--- config.mk ---
export PLATFORM = sky130hd
export DESIGN_NAME = eth_40gb_link_ctrl
export DESIGN_NICKNAME = d
export VERILOG_FILES = /design/src/rtl/eth_40gb_pkg.sv /design/src/rtl/eth_40gb_link_ctrl.sv
export SDC_FILE = /design/constraint.sdc
export NUM_CORES = 1
export LEC_CHECK = 0
export ABC_AREA = 1
export BUFFER_PORTS_ARGS = -buffer_cell sky130_fd_sc_hd__buf_2
export CORE_MARGIN = 2
export CORE_UTILIZATION = 30
export DETAILED_ROUTE_END_ITERATION = 8
export PLACE_DENSITY = 0.46
export SLEW_MARGIN = 10
export SYNTH_ARGS = -nofsm -noshare
export SYNTH_HDL_FRONTEND = slang
export SYNTH_SLANG_ARGS = --single-unit
--- constraint.sdc ---
create_clock -name core_clk -period 4 [get_ports core_clk]
set_clock_uncertainty 0.2 [all_clocks]
set_input_delay 0.6 -clock core_clk [delete_from_list [all_inputs] [get_ports core_clk]]
set_output_delay 0.6 -clock core_clk [all_outputs]
set_load 0.05 [all_outputs]
--- src/rtl/eth_40gb_pkg.sv ---
// Shared types and parameter defaults for the 40G Ethernet link bring-up controller.
package eth_40gb_pkg;

  typedef enum logic [2:0] {
    StResetPhy = 3'd0,
    StWaitTx   = 3'd1,
    StWaitRx   = 3'd2,
    StWaitLock = 3'd3,
    StStable   = 3'd4,
    StLinkUp   = 3'd5,
    StFault    = 3'd6
  } link_state_t;

  localparam int unsigned DefaultResetHold    = 32;
  localparam int unsigned DefaultLockTimeout  = 1_000_000;
  localparam int unsigned DefaultStableCycles = 4096;
  localparam int unsigned DefaultMaxRetries   = 8;

endpackage

--- src/rtl/eth_40gb_link_ctrl.sv ---
// Link bring-up sequencer: PHY reset, TX/RX ready, block/alignment lock, stability
// qualification, link-up supervision with bounded retries before declaring a fault.
module eth_40gb_link_ctrl
  import eth_40gb_pkg::*;
#(
  parameter int unsigned RESET_HOLD    = DefaultResetHold,
  parameter int unsigned LOCK_TIMEOUT  = DefaultLockTimeout,
  parameter int unsigned STABLE_CYCLES = DefaultStableCycles,
  parameter int unsigned MAX_RETRIES   = DefaultMaxRetries
) (
  input  logic        core_clk,
  input  logic        core_reset,
  input  logic        restart,
  input  logic [3:0]  tx_ready,
  input  logic [3:0]  rx_ready,
  input  logic [3:0]  rx_blk_lock,
  input  logic        align_locked,
  input  logic        hi_ber,
  input  logic        loopback_en,
  output logic        phy_reset,
  output logic        pcs_reset,
  output logic        link_up,
  output logic        tx_enable,
  output logic        fault,
  output logic [2:0]  state,
  output logic [3:0]  retry_cnt,
  output logic [15:0] link_drop_cnt
);

  localparam int unsigned HoldW  = $clog2(RESET_HOLD + 1);
  localparam int unsigned TimerW = $clog2(LOCK_TIMEOUT + 1);
  localparam int unsigned StabW  = $clog2(STABLE_CYCLES + 1);

  link_state_t       st_q, state_d;
  logic [HoldW-1:0]  hold_q, hold_d;
  logic [TimerW-1:0] timer_q, timer_d;
  logic [StabW-1:0]  stab_q, stab_d;
  logic [3:0]        retry_q, retry_d, retry_inc;
  logic [15:0]       drop_q, drop_d;
  logic              lb_q;
  logic              tx_all, rx_all, links_ok, good, lb_change, timed_out;
  logic              drop_pulse, timeout_hit, enter;

  assign tx_all    = &tx_ready;
  assign rx_all    = &rx_ready;
  assign links_ok  = tx_all & rx_all;
  assign good      = (&rx_blk_lock) & align_locked & ~hi_ber;
  assign lb_change = loopback_en ^ lb_q;
  assign timed_out = (timer_q == TimerW'(LOCK_TIMEOUT - 1));
  assign retry_inc = retry_q + 4'd1;

  always_comb begin
    state_d     = st_q;
    hold_d      = hold_q;
    stab_d      = stab_q;
    retry_d     = retry_q;
    drop_d      = drop_q;
    drop_pulse  = 1'b0;
    timeout_hit = 1'b0;

    if (restart || lb_change) begin
      state_d = StResetPhy;
      retry_d = '0;
    end else begin
      unique case (st_q)
        StResetPhy: begin
          if (hold_q == HoldW'(RESET_HOLD - 1)) state_d = StWaitTx;
          else                                  hold_d  = hold_q + HoldW'(1);
        end
        StWaitTx: begin
          if (tx_all) state_d     = StWaitRx;
          else        timeout_hit = timed_out;
        end
        StWaitRx: begin
          if (!tx_all)     state_d     = StResetPhy;
          else if (rx_all) state_d     = StWaitLock;
          else             timeout_hit = timed_out;
        end
        StWaitLock: begin
          if (!links_ok)  state_d     = StResetPhy;
          else if (good)  state_d     = StStable;
          else            timeout_hit = timed_out;
        end
        StStable: begin
          if (!links_ok)                                   state_d = StResetPhy;
          else if (!good)                                  state_d = StWaitLock;
          else if (stab_q == StabW'(STABLE_CYCLES - 1))    state_d = StLinkUp;
          else begin
            stab_d      = stab_q + StabW'(1);
            timeout_hit = timed_out;
          end
        end
        StLinkUp: begin
          // PHY loss outranks a PCS-level drop and is not counted as one
          if (!links_ok) state_d = StResetPhy;
          else if (!good) begin
            state_d    = StWaitLock;
            drop_pulse = 1'b1;
            if (drop_q != 16'hFFFF) drop_d = drop_q + 16'd1;
          end
        end
        StFault:  state_d = StFault;
        default:  state_d = StResetPhy;
      endcase

      if (timeout_hit) begin
        retry_d = retry_inc;
        state_d = (retry_inc == 4'(MAX_RETRIES)) ? StFault : StResetPhy;
      end
    end

    // A restart counts as a fresh entry even when already in reset
    enter = restart || lb_change || (state_d != st_q);
    if (enter) begin
      hold_d = '0;
      stab_d = '0;
    end
    if (state_d == StLinkUp && st_q != StLinkUp) retry_d = '0;

    if (enter)           timer_d = '0;
    else if (!timed_out) timer_d = timer_q + TimerW'(1);
    else                 timer_d = timer_q;
  end

  always_ff @(posedge core_clk) begin
    lb_q <= loopback_en;
    if (core_reset) begin
      st_q      <= StResetPhy;
      hold_q    <= '0;
      timer_q   <= '0;
      stab_q    <= '0;
      retry_q   <= '0;
      drop_q    <= '0;
      phy_reset <= 1'b1;
      pcs_reset <= 1'b1;
      link_up   <= 1'b0;
      tx_enable <= 1'b0;
      fault     <= 1'b0;
    end else begin
      st_q      <= state_d;
      hold_q    <= hold_d;
      timer_q   <= timer_d;
      stab_q    <= stab_d;
      retry_q   <= retry_d;
      drop_q    <= drop_d;
      phy_reset <= (state_d == StResetPhy) || (state_d == StFault);
      pcs_reset <= (state_d inside {StResetPhy, StWaitTx, StWaitRx, StFault}) || drop_pulse;
      link_up   <= (state_d == StLinkUp);
      tx_enable <= (state_d == StLinkUp);
      fault     <= (state_d == StFault);
    end
  end

  assign state         = st_q;
  assign retry_cnt     = retry_q;
  assign link_drop_cnt = drop_q;

endmodule

---- Word level (Yosys, flattened, before mapping) ----
Cells that the tools add are included.
operators by class
  add/subtract/negate cells ............... 5
  equal/unequal tests ..................... 17
  mux-type cells .......................... 29
  bitwise gates (word level) .............. 9
  reductions and logical operators ........ 16
operators with widths
  operator                                                                  count
  3-bit 2-to-1 mux                                                          14
  3-bit one-hot mux with 7 select lines                                     1
  20-bit by 1-bit adder with 20-bit output (second input constant)          1
  20-bit equality test (second input constant)                              1
  16-bit by 1-bit adder with 16-bit output (second input constant)          1
  16-bit inequality test (second input constant)                            1
  3-bit equality test (second input constant)                               5
  13-bit by 1-bit adder with 13-bit output (second input constant)          1
  13-bit by 12-bit equality test with 1-bit output (second input constant)  1
  1-bit 2-to-1 mux                                                          13
  4-bit AND reduction                                                       3
  5-bit AND reduction                                                       2
  3-bit by 2-bit equality test with 1-bit output (second input constant)    3
  6-bit by 1-bit adder with 6-bit output (second input constant)            1
  3-bit by 1-bit equality test with 1-bit output (second input constant)    2
  6-bit by 5-bit equality test with 1-bit output (second input constant)    1
  3-bit logical NOT                                                         2
  1-bit NOT                                                                 5
  4-bit by 1-bit adder with 4-bit output (second input constant)            1
  4-bit equality test (second input constant)                               1
  1-bit logical OR                                                          4
  1-bit one-hot mux with 4 select lines                                     1
  4-bit nonzero test                                                        1
  1-bit AND                                                                 3
  other kinds (7)                                                           7
storage, ports and cells
  register bits after elaboration ......... 67
  input bits .............................. 18
  output and inout bits ................... 28
  logic and storage cells ................. 87

---- Longest topological paths before layout ----
Gate-level depths: netlist of the first run.
  word-level depth ........................ 12
  mapped depth ............................ 19

---- Least setup slack after synthesis of the first run ----
Ideal clock, no wire load.
  path kind ............................... register to register
  from .................................... reg st_q[2], in the netlist state[2]
  to ...................................... reg hold_q[1]
  setup time .............................. 61 ps
  data arrival time ....................... 2275 ps
  required time ........................... 3739 ps
  slack ................................... 1464 ps
  cell stages (with the launch flop) ...... 18
  buffers on the path ..................... 3
  clock period less this slack ............ 2536 ps
  cell sequence ........................... dfxtp_1 > buf_2 > inv_2 > nor2_4 > nand2_2 > nand2_1 > nand2_1 > nand2_2 > nand2_4 > nand2_2 > nand3_2 > nand2_1 > nand2_1 > nor2_2 > nand2_2 > buf_6 > buf_12 > nor2_4
between the ends
  longest elaborated chain between the ends .. 9
  elaborated cells between the ends (all ways) .. 27
  classes of those cells .................. 7 x eq/ne; 16 x mux; 4 x reduce/logical
ends and longest elaborated chain
  element                                line                       source
  start: declaration                     eth_40gb_link_ctrl.sv:34   link_state_t st_q, state_d;
  start signal: assignment               eth_40gb_link_ctrl.sv:128  st_q <= StResetPhy;
  start signal: assignment               eth_40gb_link_ctrl.sv:140  st_q <= state_d;
  3-bit 2-to-1 mux                       eth_40gb_link_ctrl.sv:87   else if (stab_q == StabW'(STABLE_CYCLES - 1)) state_d = StLinkUp;
  3-bit 2-to-1 mux                       eth_40gb_link_ctrl.sv:86   else if (!good) state_d = StWaitLock;
  3-bit 2-to-1 mux                       eth_40gb_link_ctrl.sv:85   if (!links_ok) state_d = StResetPhy;
  3-bit one-hot mux with 7 select lines  eth_40gb_link_ctrl.sv:65   unique case (st_q)
  3-bit 2-to-1 mux                       eth_40gb_link_ctrl.sv:106  if (timeout_hit) begin
  3-bit 2-to-1 mux                       eth_40gb_link_ctrl.sv:61   if (restart || lb_change) begin
  3-bit inequality test                  eth_40gb_link_ctrl.sv:113  enter = restart || lb_change || (state_d != st_q);
  1-bit logical OR                       eth_40gb_link_ctrl.sv:113
  2-bit OR reduction (no source line)    -
  end signal: assignment                 eth_40gb_link_ctrl.sv:141  hold_q <= hold_d;
  end: declaration                       eth_40gb_link_ctrl.sv:35   logic [HoldW-1:0] hold_q, hold_d;
Parallel ways exist; a longest one is shown, timed or not. The select of a mux whose other input is x is not followed.
A chain may end at the register's enable or synchronous reset.

---- Worst setup path after layout of the first run ----
  from .................................... reg timer_q[0]
  to ...................................... reg stab_q[6]
between the ends
  longest elaborated chain between the ends .. 11
  elaborated cells between the ends (all ways) .. 16
  classes of those cells .................. 2 x eq/ne; 12 x mux; 2 x reduce/logical
ends and longest elaborated chain
  element                                  line                       source
  start: declaration                       eth_40gb_link_ctrl.sv:36   logic [TimerW-1:0] timer_q, timer_d;
  start signal: assignment                 eth_40gb_link_ctrl.sv:142  timer_q <= timer_d;
  20-bit equality test *                   eth_40gb_link_ctrl.sv:49   assign timed_out = (timer_q == TimerW'(LOCK_TIMEOUT - 1));
  1-bit 2-to-1 mux                         eth_40gb_link_ctrl.sv:87
  1-bit 2-to-1 mux                         eth_40gb_link_ctrl.sv:86
  1-bit 2-to-1 mux                         eth_40gb_link_ctrl.sv:85
  1-bit one-hot mux with 4 select lines *  eth_40gb_link_ctrl.sv:65
  1-bit 2-to-1 mux *                       eth_40gb_link_ctrl.sv:61
  3-bit 2-to-1 mux *                       eth_40gb_link_ctrl.sv:106
  3-bit 2-to-1 mux *                       eth_40gb_link_ctrl.sv:61
  3-bit inequality test *                  eth_40gb_link_ctrl.sv:113
  1-bit logical OR *                       eth_40gb_link_ctrl.sv:113
  2-bit OR reduction (no source line) *    -
  end signal: assignment                   eth_40gb_link_ctrl.sv:143  stab_q <= stab_d;
  end: declaration                         eth_40gb_link_ctrl.sv:37   logic [StabW-1:0] stab_q, stab_d;
Mark *: on every way between the ends. The rest lies on a longest branch, timed or not. The select of a mux whose other input is x is not followed.

==> results of run 1 <==
## worst max path at each step
stage	startpoint	to	slack, ps	depth (start not counted)
final	timer_q[0]	stab_q[6]	1150	13
after global routing	timer_q[0]	hold_q[3]	890	13
after CTS	timer_q[0]	hold_q[3]	1110	13
after detailed placement	tx_ready[0]	timer_q[10]	920	17
after global placement	loopback_en	stab_q[9]	940	10
after floorplan	state[2]	hold_q[1]	1460	17
## per-stage QoR
step                      instances  hold slack (ps)  power (uW)  instance area, um2  setup WS, ps
after floorplan                 525            273.0       715.1                3756          1464
after global placement          730            270.4       728.2                4145         943.7
after detailed placement        730            280.5       728.8                4145         920.0
after CTS                       746            195.0        1663                4496          1108
after global routing            746            199.7        1703                4496         888.2
final                           746            201.9        1638                4496          1145
## per-layer routing
layer / GRT usage (%) / up-vias
met5: 0 / -
met4: 3.413 / 0
met3: 3.504 / 4
met2: 20.97 / 61
met1: 17.46 / 1424
li1: - / 1751
## flip-flops by register name (all words and copies together), names as in the netlist
name / flops
timer_q: 20
hold_q: 6
lb_q: 1
state: 3
phy_reset: 1
tx_enable: 1
fault: 1
link_drop_cnt: 16
retry_cnt: 4
stab_q: 13
pcs_reset: 1
## kinds of logic (layout without fill, tap and decap cells)
kind of cell / Yosys count / after routing / share of synthesized area [%]
AOI/OAI and AO/OA: 39 / 39 / 5.363
xor gates and xnor gates: 38 / 38 / 8.861
adders and majority gates: 6 / 6 / 1.999
buffers and inverters: 86 / 139 / 9.461
DFF: 67 / 67 / 35.71
muxes: 3 / 3 / 0.7995
and+or+nand+nor: 286 / 286 / 37.81
## power groups by stage
stage	sequential (uW)	combinational (uW)	clock, uW
floorplan	684	30.6	0
global placement	685	43.5	0
detailed placement	685	44.1	0
CTS	670	44.2	949
global route	670	48.9	985
finish	670	43.0	925
## worst max-delay path, cell delays in order (launching register included)
cell and delay (ps):
dfxtp_1 360, ha_1 200, nand3_2 140, nor2_4 160, nand4_4 220, nor2_4 220
nand2_4 110, nand2_2 70, nand3_2 110, nor2_1 150, nor2_2 60, nand2_2 410
buf_12 260, nor2_1 60
## synth_stat cells
master | number | share of area, %
o22ai_1 | 1 | 0.17
nor4b_1 | 1 | 0.23
nand2_4 | 1 | 0.30
nor3_4 | 1 | 0.43
nand2_2 | 5 | 0.83
nor3b_1 | 4 | 0.80
nand3_1 | 27 | 3.6
dfxtp_1 | 67 | 36
xor2_1 | 26 | 6.1
mux2i_1 | 3 | 0.80
o21ai_0 | 13 | 1.7
inv_1 | 72 | 7.2
clkbuf_1 | 2 | 0.20
buf_4 | 1 | 0.20
nand3b_1 | 1 | 0.20
nor3_1 | 15 | 2.0
or2_1 | 1 | 0.17
nand4_4 | 1 | 0.57
nand4_1 | 12 | 2.0
a21oi_1 | 19 | 2.5
inv_2 | 5 | 0.50
nand3_2 | 6 | 1.6
and2_1 | 1 | 0.17
nor2_1 | 79 | 7.9
nor2_4 | 14 | 4.2
xnor2_1 | 12 | 2.8
o21ai_1 | 3 | 0.40
nor2_2 | 5 | 0.83
buf_12 | 1 | 0.53
o211ai_1 | 1 | 0.20
ha_1 | 6 | 2.0
buf_2 | 4 | 0.53
buf_6 | 1 | 0.30
or2_2 | 1 | 0.17
nand2_1 | 103 | 10
nor3_2 | 2 | 0.53
a31oi_1 | 2 | 0.33
nor4_1 | 6 | 1.0
## area by class of cell
type,instances,area [um2],share of cell area [%]
multi-input cells,372,2059,45.81
clock inverters,6,111.4,2.477
inverters,77,289.0,6.429
flip-flops and latches,67,1341,29.84
well taps,168,210.2,4.676
clock buffers,10,239.0,5.316
repair buffers,46,245.2,5.455
==> impl_metrics.env, run 1 <==
export IMPL_clock_fmax_mhz=350.3
export IMPL_reg2reg_depth=13
export IMPL_vias_per_cell=4.343
export IMPL_hold_depth=1
export IMPL_hpwl_um=6280
export IMPL_maxUsedRoutingLayer="met4"
export IMPL_firstDrtPassIters=4
export IMPL_drt_first_iter_violations=194
export IMPL_die_w_um=115.9
export IMPL_antenna_found_initial=0
export IMPL_setup_viol=0
export IMPL_clkPwrFrac_pct=56.5
export IMPL_critPathCaptureType="register"
export IMPL_yosysSeqAreaShare_pct=35.71
export IMPL_netlist_area_mm2=0.003756
export IMPL_cts_tree="built"
export IMPL_final_common_cell="nand2_1"
export IMPL_fp_dieH_um=115.9
export IMPL_r2r_start="timer_q[0]"
export IMPL_grt_pass1_wl_um=14020
export IMPL_crit_fanout=21
export IMPL_numClockSinks=67
export IMPL_setup_tns_ps=0
export IMPL_ys_warn_count=0
export IMPL_timing_slew_headroom_pct=58.69
export IMPL_syn_inst=525
export IMPL_antennaDiodeCount=0
export IMPL_cap_violations=0
export IMPL_overflow=0
export IMPL_cts_hold_buf=0
export IMPL_ys_ff_latch=67
export IMPL_synthToLayoutAreaGrowth_pct=19.69
export IMPL_initial_core_util_pct=31.01
export IMPL_worstMarginPinSlew_ps=613.9
export IMPL_p_switching_uw=327.8
export IMPL_n_fill_cell=1323
export IMPL_power_per_cell_area_mw_per_mm2=364.4
export IMPL_hp_start="loopback_en"
export IMPL_synth_area_per_cell_um2=7.154
export IMPL_place_congestion=0.7904
export IMPL_hold_end="lb_q"
export IMPL_power_frac_comb_pct=2.6
export IMPL_p_sw_share_pct=20.01
export IMPL_rrSetupSlack_ps=1150
export IMPL_synthDistinctLibCells=38
export IMPL_portBuffers=45
export IMPL_crit_type="register to register"
export IMPL_rsz0062_at_grt="false"
export IMPL_track_usage_pct=13.07
export IMPL_hp_class="primary input to register"
export IMPL_cts_resized=0
export IMPL_wl_met2_um=3688
export IMPL_path_clk_slew_ps=60
export IMPL_p_leak_uw=0.001744
export IMPL_status="finished clean"
export IMPL_final_util_pct=37.12
export IMPL_nets=597
export IMPL_htree_levels=3
export IMPL_root_buffer="clkbuf_16"
export IMPL_wirelength_um=8164
export IMPL_vdd_drop_max_mv=0.2017
export IMPL_maxSlewViolCount=0
export IMPL_grt_max_degree=22
export IMPL_design_die_area_mm2=0.01343
export IMPL_hold_violations=0
export IMPL_wl_met3_um=352
export IMPL_core_area_mm2=0.01211
export IMPL_pwr_share_seq_pct=40.9
export IMPL_drive_gt1_share_pct=17.82
export IMPL_timing_rr_end="stab_q[6]"
export IMPL_drcViolationCount=0
export IMPL_crit_required_ps=4020
export IMPL_grt_pass1_vias=3019
export IMPL_rows=40
export IMPL_wire_per_inst_um=10.94
export IMPL_worstPathArrival_ps=2870
export IMPL_fin_crit_ps=2855
export IMPL_num_vias=3240
export IMPL_synth_nets=549
export IMPL_wl_met1_um=4065
export IMPL_numCtsBuffers=9
export IMPL_power_internal_uw=1311
export IMPL_drtAntennaViolNets=0
export IMPL_clk_latency_ps=320
export IMPL_startpoint_type="register"
export IMPL_io_pins=46
export IMPL_clockBufferDepth=2
export IMPL_layout_common_cells="103 x nand2_1, 79 x nor2_1, 72 x inv_1, 67 x dfxtp_1, 45 x buf_2"
export IMPL_postCtsSetupBuffers=0
export IMPL_fin_crit_sh_pct=71.37
Note: power is estimated with default switching activity, not from simulation.
==> run 2: changes to the inputs <==
Settings changed: ABC_AREA 1 to 0.
Clock period 4 ns to 2.7 ns, I/O delays scaled along.
==> impl_metrics.env, run 2 <==
export IMPL_status="finished, violations left"
export IMPL_violations="negative setup slack"
export IMPL_synthToLayoutAreaGrowth_pct=47.42
export IMPL_core_area_mm2=0.01142
export IMPL_fin_crit_sh_pct=101.6
export IMPL_wire_per_inst_um=15.43
export IMPL_drcViolationCount=0
export IMPL_vdd_drop_max_mv=0.3152
export IMPL_critPathCaptureType="register"
export IMPL_clockBufferDepth=2
export IMPL_power_total_uw=2280
export IMPL_critPathSlowestCell="or4_4"
export IMPL_initial_core_util_pct=30.76
export IMPL_yosys_area_top_type="dfxtp_1"
export IMPL_syn_inst=412
export IMPL_synthArstFlopShare_pct=0
export IMPL_numClockSinks=67
export IMPL_n_fill_cell=1128
export IMPL_path_clk_slew_ps=50
export IMPL_multi_input_comb_area_mm2=0.002356
export IMPL_portBuffers=45
export IMPL_cap_violations=0
export IMPL_hp_class="primary input to register"
export IMPL_grt_pass1_vias=3227
export IMPL_startpoint_type="primary input"
export IMPL_worstMarginPinSlew_ps=645.9
export IMPL_hold_violations=0
export IMPL_p_leak_uw=0.001868
export IMPL_stdcell_count=668
export IMPL_drt_first_iter_violations=156
export IMPL_synthTopCellsByCount="67 x dfxtp_1, 42 x nor3_1, 33 x nor2_1"
export IMPL_wirelength_um=10310
export IMPL_io_pins=46
export IMPL_overflow=0
export IMPL_path_cells="buf_2, nand4_4, or4_4, or4_4, a21o_1, buf_6, and3_4, o21ai_4, buf_6, clkbuf_16, nor3_2"
export IMPL_timing_rr_end="hold_q[4]"
export IMPL_vias_per_cell=5.132
export IMPL_largest_reg_flops=20
export IMPL_fp_dieH_um=112.2
export IMPL_r2r_start="timer_q[7]"
export IMPL_critPathTopFamily="simple AND/OR/NAND/NOR gates"
export IMPL_maxSlewViolCount=0
export IMPL_cts_tree="built"
export IMPL_synth_edf_count=0
export IMPL_die_w_um=112.2
export IMPL_rrSetupSlack_ps=30
export IMPL_num_vias=3428
export IMPL_worstPathArrival_ps=2770
export IMPL_ys_ff_latch=67
export IMPL_antennaDiodeCount=0
export IMPL_rows=39
export IMPL_design_die_area_mm2=0.01259
export IMPL_grt_pass1_wl_um=15360
export IMPL_yosysMostFrequentCell="dfxtp_1"
export IMPL_track_usage_pct=14.90
export IMPL_hpwl_um=6503
export IMPL_synthDistinctLibCells=55
export IMPL_crit_buf_inv=4
export IMPL_reg2reg_depth=10
export IMPL_drive_gt1_share_pct=36.95
export IMPL_firstDrtPassIters=4
export IMPL_synth_top_area_share_pct=38.19
export IMPL_netlist_area_mm2=0.003512
export IMPL_fin_crit_ps=2744
export IMPL_synth_area_leaders="dfxtp_1 38%, nor3_1 6.0%, xnor2_1 6.0%"
export IMPL_slowest_delay_ps=560
export IMPL_layout_common_cells="63 x dfxtp_1, 56 x buf_4, 39 x buf_2, 33 x nor2_1, 28 x nand3_1"
export IMPL_rsz0062_at_grt="true"
export IMPL_grt_max_degree=40
export IMPL_layout_setup_ws_ps=-44.49
export IMPL_hold_end="link_drop_cnt[0]"
export IMPL_hold_depth=2
export IMPL_placed_cells=639
export IMPL_yosysSeqAreaShare_pct=38.19
export IMPL_crit_fanout=5
export IMPL_clk_latency_ps=340
export IMPL_setup_tns_ps=-397.1
export IMPL_crit_type="primary input to register"
export IMPL_ys_warn_count=0
export IMPL_worst_hold_slack_ps=258.9
export IMPL_synth_ff_type="dfxtp_1"
export IMPL_numCtsBuffers=9
export IMPL_synth_area_per_cell_um2=8.525
export IMPL_clock_fmax_mhz=364.4
export IMPL_nets=544
export IMPL_power_per_cell_area_mw_per_mm2=440.4
export IMPL_hp_start="core_reset"
export IMPL_setup_viol=16
export IMPL_regMostFlops="timer_q"
export IMPL_seqCellArea_mm2=0.001346
export IMPL_place_congestion=0.8560
export IMPL_htree_levels=3
export IMPL_timing_slew_headroom_pct=56.68
export IMPL_path_depth=11
export IMPL_root_buffer="clkbuf_16"
export IMPL_final_common_cell="dfxtp_1"
export IMPL_drtAntennaViolNets=0
export IMPL_synth_nets=436
export IMPL_crit_required_ps=2730
export IMPL_antenna_found_initial=0
-- run 2: changes by cell type in the layout (fill, tap and decap cells not counted), moves of 7 or more --
cell and delta:
inv_1 -62, or3_1 +9, nor2_4 -14, buf_6 +10, nor2_1 -46, nor3_2 +22
nand2_1 -78, a21oi_1 -7, xor2_1 -7, buf_4 +56, xnor2_1 +12
-- run 2: repair_timing --
item,4_1_cts,5_1_grt
hold buffers,1,0
setup buffers,0,3
hold endpoints to repair,1,0
cloned,0,10
gates resized for setup,5,63
pin swaps,0,16
endpoints found under the setup margin,43,47
-- run 2: stage by stage --
step	worst slack (ps)	area (um2)	util [%]
2_1_floorplan	-220.9	3530	-
6_report	-44.49	5177	45.34
5_1_grt	-81.44	5177	45.34
3_5_place_dp	-457.4	4290	37.57
4_1_cts	-17.95	4614	40.41
3_3_place_gp	-372.5	4290	37.57
-- run 2: routing by layer --
layer / track usage [%] / up-vias / routed length (um)
met5: 0 / - / 0
met3: 3.348 / 11 / 327
met2: 23.29 / 64 / 4991
li1: - / 1713 / -
met1: 20.04 / 1640 / 4850
met4: 5.935 / 0 / 136
-- run 2: worst max-delay path by stage --
stage	startpoint	endpoint
finish	tx_ready[0]	hold_q[4]
global route	rx_blk_lock[2]	timer_q[2]
CTS	timer_q[6]	stab_q[1]
detailed placement	tx_ready[2]	stab_q[1]
global placement	tx_ready[2]	hold_q[4]
floorplan	tx_ready[2]	hold_q[1]
-- run 2: cells by family after synthesis --
family / Yosys count / synth area share, %
compound gates: 55 / 10.33
xor+xnor: 43 / 10.72
fa+ha+maj: 6 / 2.137
buf+inv: 29 / 3.883
flops: 67 / 38.19
mux: 6 / 1.746
simple gates: 206 / 32.99
-- run 2: power breakdown --
group	internal (uW)	switching (uW)	total (uW)
clock	735	441	1180
combinational	54.2	57.5	112
sequential	991	1.15	992
-- run 2: final cells by class --
type | count | area share [%]
Multi-Input combinational cell | 316 | 45.51
Tap cell | 143 | 3.456
Timing Repair Buffer | 116 | 18.61
Sequential cell | 67 | 26.00
Clock inverter | 5 | 1.015
Clock buffer | 11 | 4.688
Inverter | 10 | 0.7250
-- run 2: worst reg2reg max path: cells and delay by family, from the launching register on --
kind	cells	cell delay [ps]
buf+inv	3	510
flops	1	340
compound gates	1	140
simple gates	6	1370
==> run 3: changes to the inputs <==
Settings changed: CORE_MARGIN 2 to unset, CORE_UTILIZATION 30 to 55, GPL_ROUTABILITY_DRIVEN set to 0, PLACE_DENSITY 0.46 to 0.76.
==> impl_metrics.env, run 3 (synthesized netlist as in run 2, its figures left out) <==
export IMPL_status="finished, violations left"
export IMPL_violations="negative setup slack"
export IMPL_layout_setup_ws_ps=-126.0
export IMPL_n_fill_cell=345
export IMPL_rsz0062_at_grt="true"
export IMPL_drcViolationCount=0
export IMPL_core_area_mm2=0.006026
export IMPL_drive_gt1_share_pct=35.92
export IMPL_clock_fmax_mhz=353.9
export IMPL_critPathCaptureType="register"
export IMPL_hpwl_um=5831
export IMPL_rows=28
export IMPL_pre_cts_slack_ps=-430.6
export IMPL_path_cells="nand4_1, nor4_2, buf_4, o2111ai_1, o311ai_1, buf_4, and3_4, o21ai_4, buf_12, buf_16, nor4b_4"
export IMPL_dpl_cell_area_mm2=0.004123
export IMPL_fin_crit_ps=2826
export IMPL_critPathSlowestCell="nor4_2"
export IMPL_reg2reg_depth=11
export IMPL_clk_latency_ps=360
export IMPL_crit_required_ps=2770
export IMPL_cap_violations=0
export IMPL_grt_max_degree=29
export IMPL_grt_pass1_wl_um=14460
export IMPL_numClockSinks=67
export IMPL_die_w_um=81.91
export IMPL_nets=536
export IMPL_layout_common_cells="62 x dfxtp_1, 47 x buf_4, 38 x buf_2, 33 x nor2_1, 28 x nand3_1"
export IMPL_p_leak_uw=0.001773
export IMPL_antenna_found_initial=0
export IMPL_final_util_pct=82.18
export IMPL_initial_core_util_pct=58.28
export IMPL_design_area_mm2=0.004952
export IMPL_drtAntennaViolNets=0
export IMPL_worstSetupStartpoint="stab_q[9]"
export IMPL_cts_tree="built"
export IMPL_track_usage_pct=28.62
export IMPL_numCtsBuffers=9
export IMPL_crit_type="register to register"
export IMPL_largest_reg_flops=20
export IMPL_overflow=0
export IMPL_timing_slew_headroom_pct=54.54
export IMPL_synthToLayoutAreaGrowth_pct=41.00
export IMPL_fp_dieH_um=81.91
export IMPL_seqCellArea_mm2=0.001348
export IMPL_worstMarginPinSlew_ps=677.8
export IMPL_startpoint_type="register"
export IMPL_num_vias=3716
export IMPL_maxSlewViolCount=0
export IMPL_final_common_cell="dfxtp_1"
export IMPL_r2r_start="stab_q[9]"
export IMPL_power_per_cell_area_mw_per_mm2=387.1
export IMPL_grt_pass1_vias=3262
export IMPL_firstDrtPassIters=5
export IMPL_cp_common_cell="buf_4"
export IMPL_vdd_drop_max_mv=0.3058
export IMPL_crit_fanout=6
export IMPL_hp_class="primary input to register"
export IMPL_hp_start="restart"
export IMPL_hold_violations=0
export IMPL_hold_depth=3
export IMPL_vias_per_cell=6.298
export IMPL_worstPathArrival_ps=2900
export IMPL_io_pins=46
export IMPL_drt_first_iter_violations=298
export IMPL_root_buffer="clkbuf_8"
export IMPL_antennaDiodeCount=0
export IMPL_wirelength_um=11020
export IMPL_portBuffers=45
export IMPL_fin_crit_sh_pct=104.7
export IMPL_regMostFlops="timer_q"
export IMPL_path_clk_slew_ps=80
export IMPL_wire_per_inst_um=18.68
export IMPL_design_die_area_mm2=0.006709
export IMPL_setup_viol=39
export IMPL_slowest_delay_ps=490
export IMPL_htree_levels=3
export IMPL_multi_input_comb_area_mm2=0.002336
export IMPL_clockBufferDepth=2
## run 3: changes by cell type in the layout (fill, tap and decap cells not counted), moves of 2 or more
cell / change
buf_4: -9
buf_16: +2
nor3_4: +2
clkbuf_8: +8
clkbuf_16: -10
## run 3: area by class of cell
type,instances,area share [%]
Multi-Input combinational cell,316,47.17
Clock buffer,9,2.501
Tap cell,75,1.895
Sequential cell,67,27.21
Inverter,10,0.7580
Clock inverter,5,1.137
Timing Repair Buffer,108,19.33
## run 3: per-stage QoR
stage | total power (uW) | hold WS [ps] | setup TNS (ps) | cells
after floorplan | 1049 | 232.7 | -6299 | 412
after global placement | 1081 | 259.4 | -15850 | 560
after detailed placement | 1083 | 276.0 | -17990 | 560
after CTS | 1884 | 233.2 | -3.739 | 582
after global routing | 1972 | 237.0 | -4115 | 590
final | 1917 | 226.8 | -2582 | 590
## run 3: power breakdown
part | leakage, uW | switching, uW | internal (uW)
Sequential | 0.000543 | 1.41 | 990
Combinational | 0.00114 | 61.6 | 63.9
Clock | 0.0000909 | 386 | 414
## run 3: worst paths after layout
path	end	slack, ps
max	timer_q[2]	-130
min	fault	230
max reg2reg	timer_q[2]	-130
min reg2reg	stab_q[12]	300
## run 3: what timing repair did
item	CTS	global route
gates cloned	4	6
hold buffers	1	0
resized for setup	21	56
endpoints found under the hold margin	1	0
setup endpoints to repair	43	43
setup buffers	3	3
pin swaps	6	13
## run 3: layer usage
metal | GRT usage [%] | share of wire (%) | up-vias
met5 | 0 | 0 | -
met4 | 17.54 | 4.7 | 0
met3 | 5.222 | 7.6 | 55
met2 | 47.52 | 47 | 200
met1 | 34.01 | 41 | 1756
li1 | - | - | 1705
## run 3: critical path, delay by kind of cell (launching register included)
| kind | cells | cell delay, ps |
|---|---|---|
| buffers and inverters | 4 | 730 |
| AND/OR/NAND/NOR | 4 | 1080 |
| flip-flops | 1 | 400 |
| AO/OA/AOI/OAI | 3 | 310 |
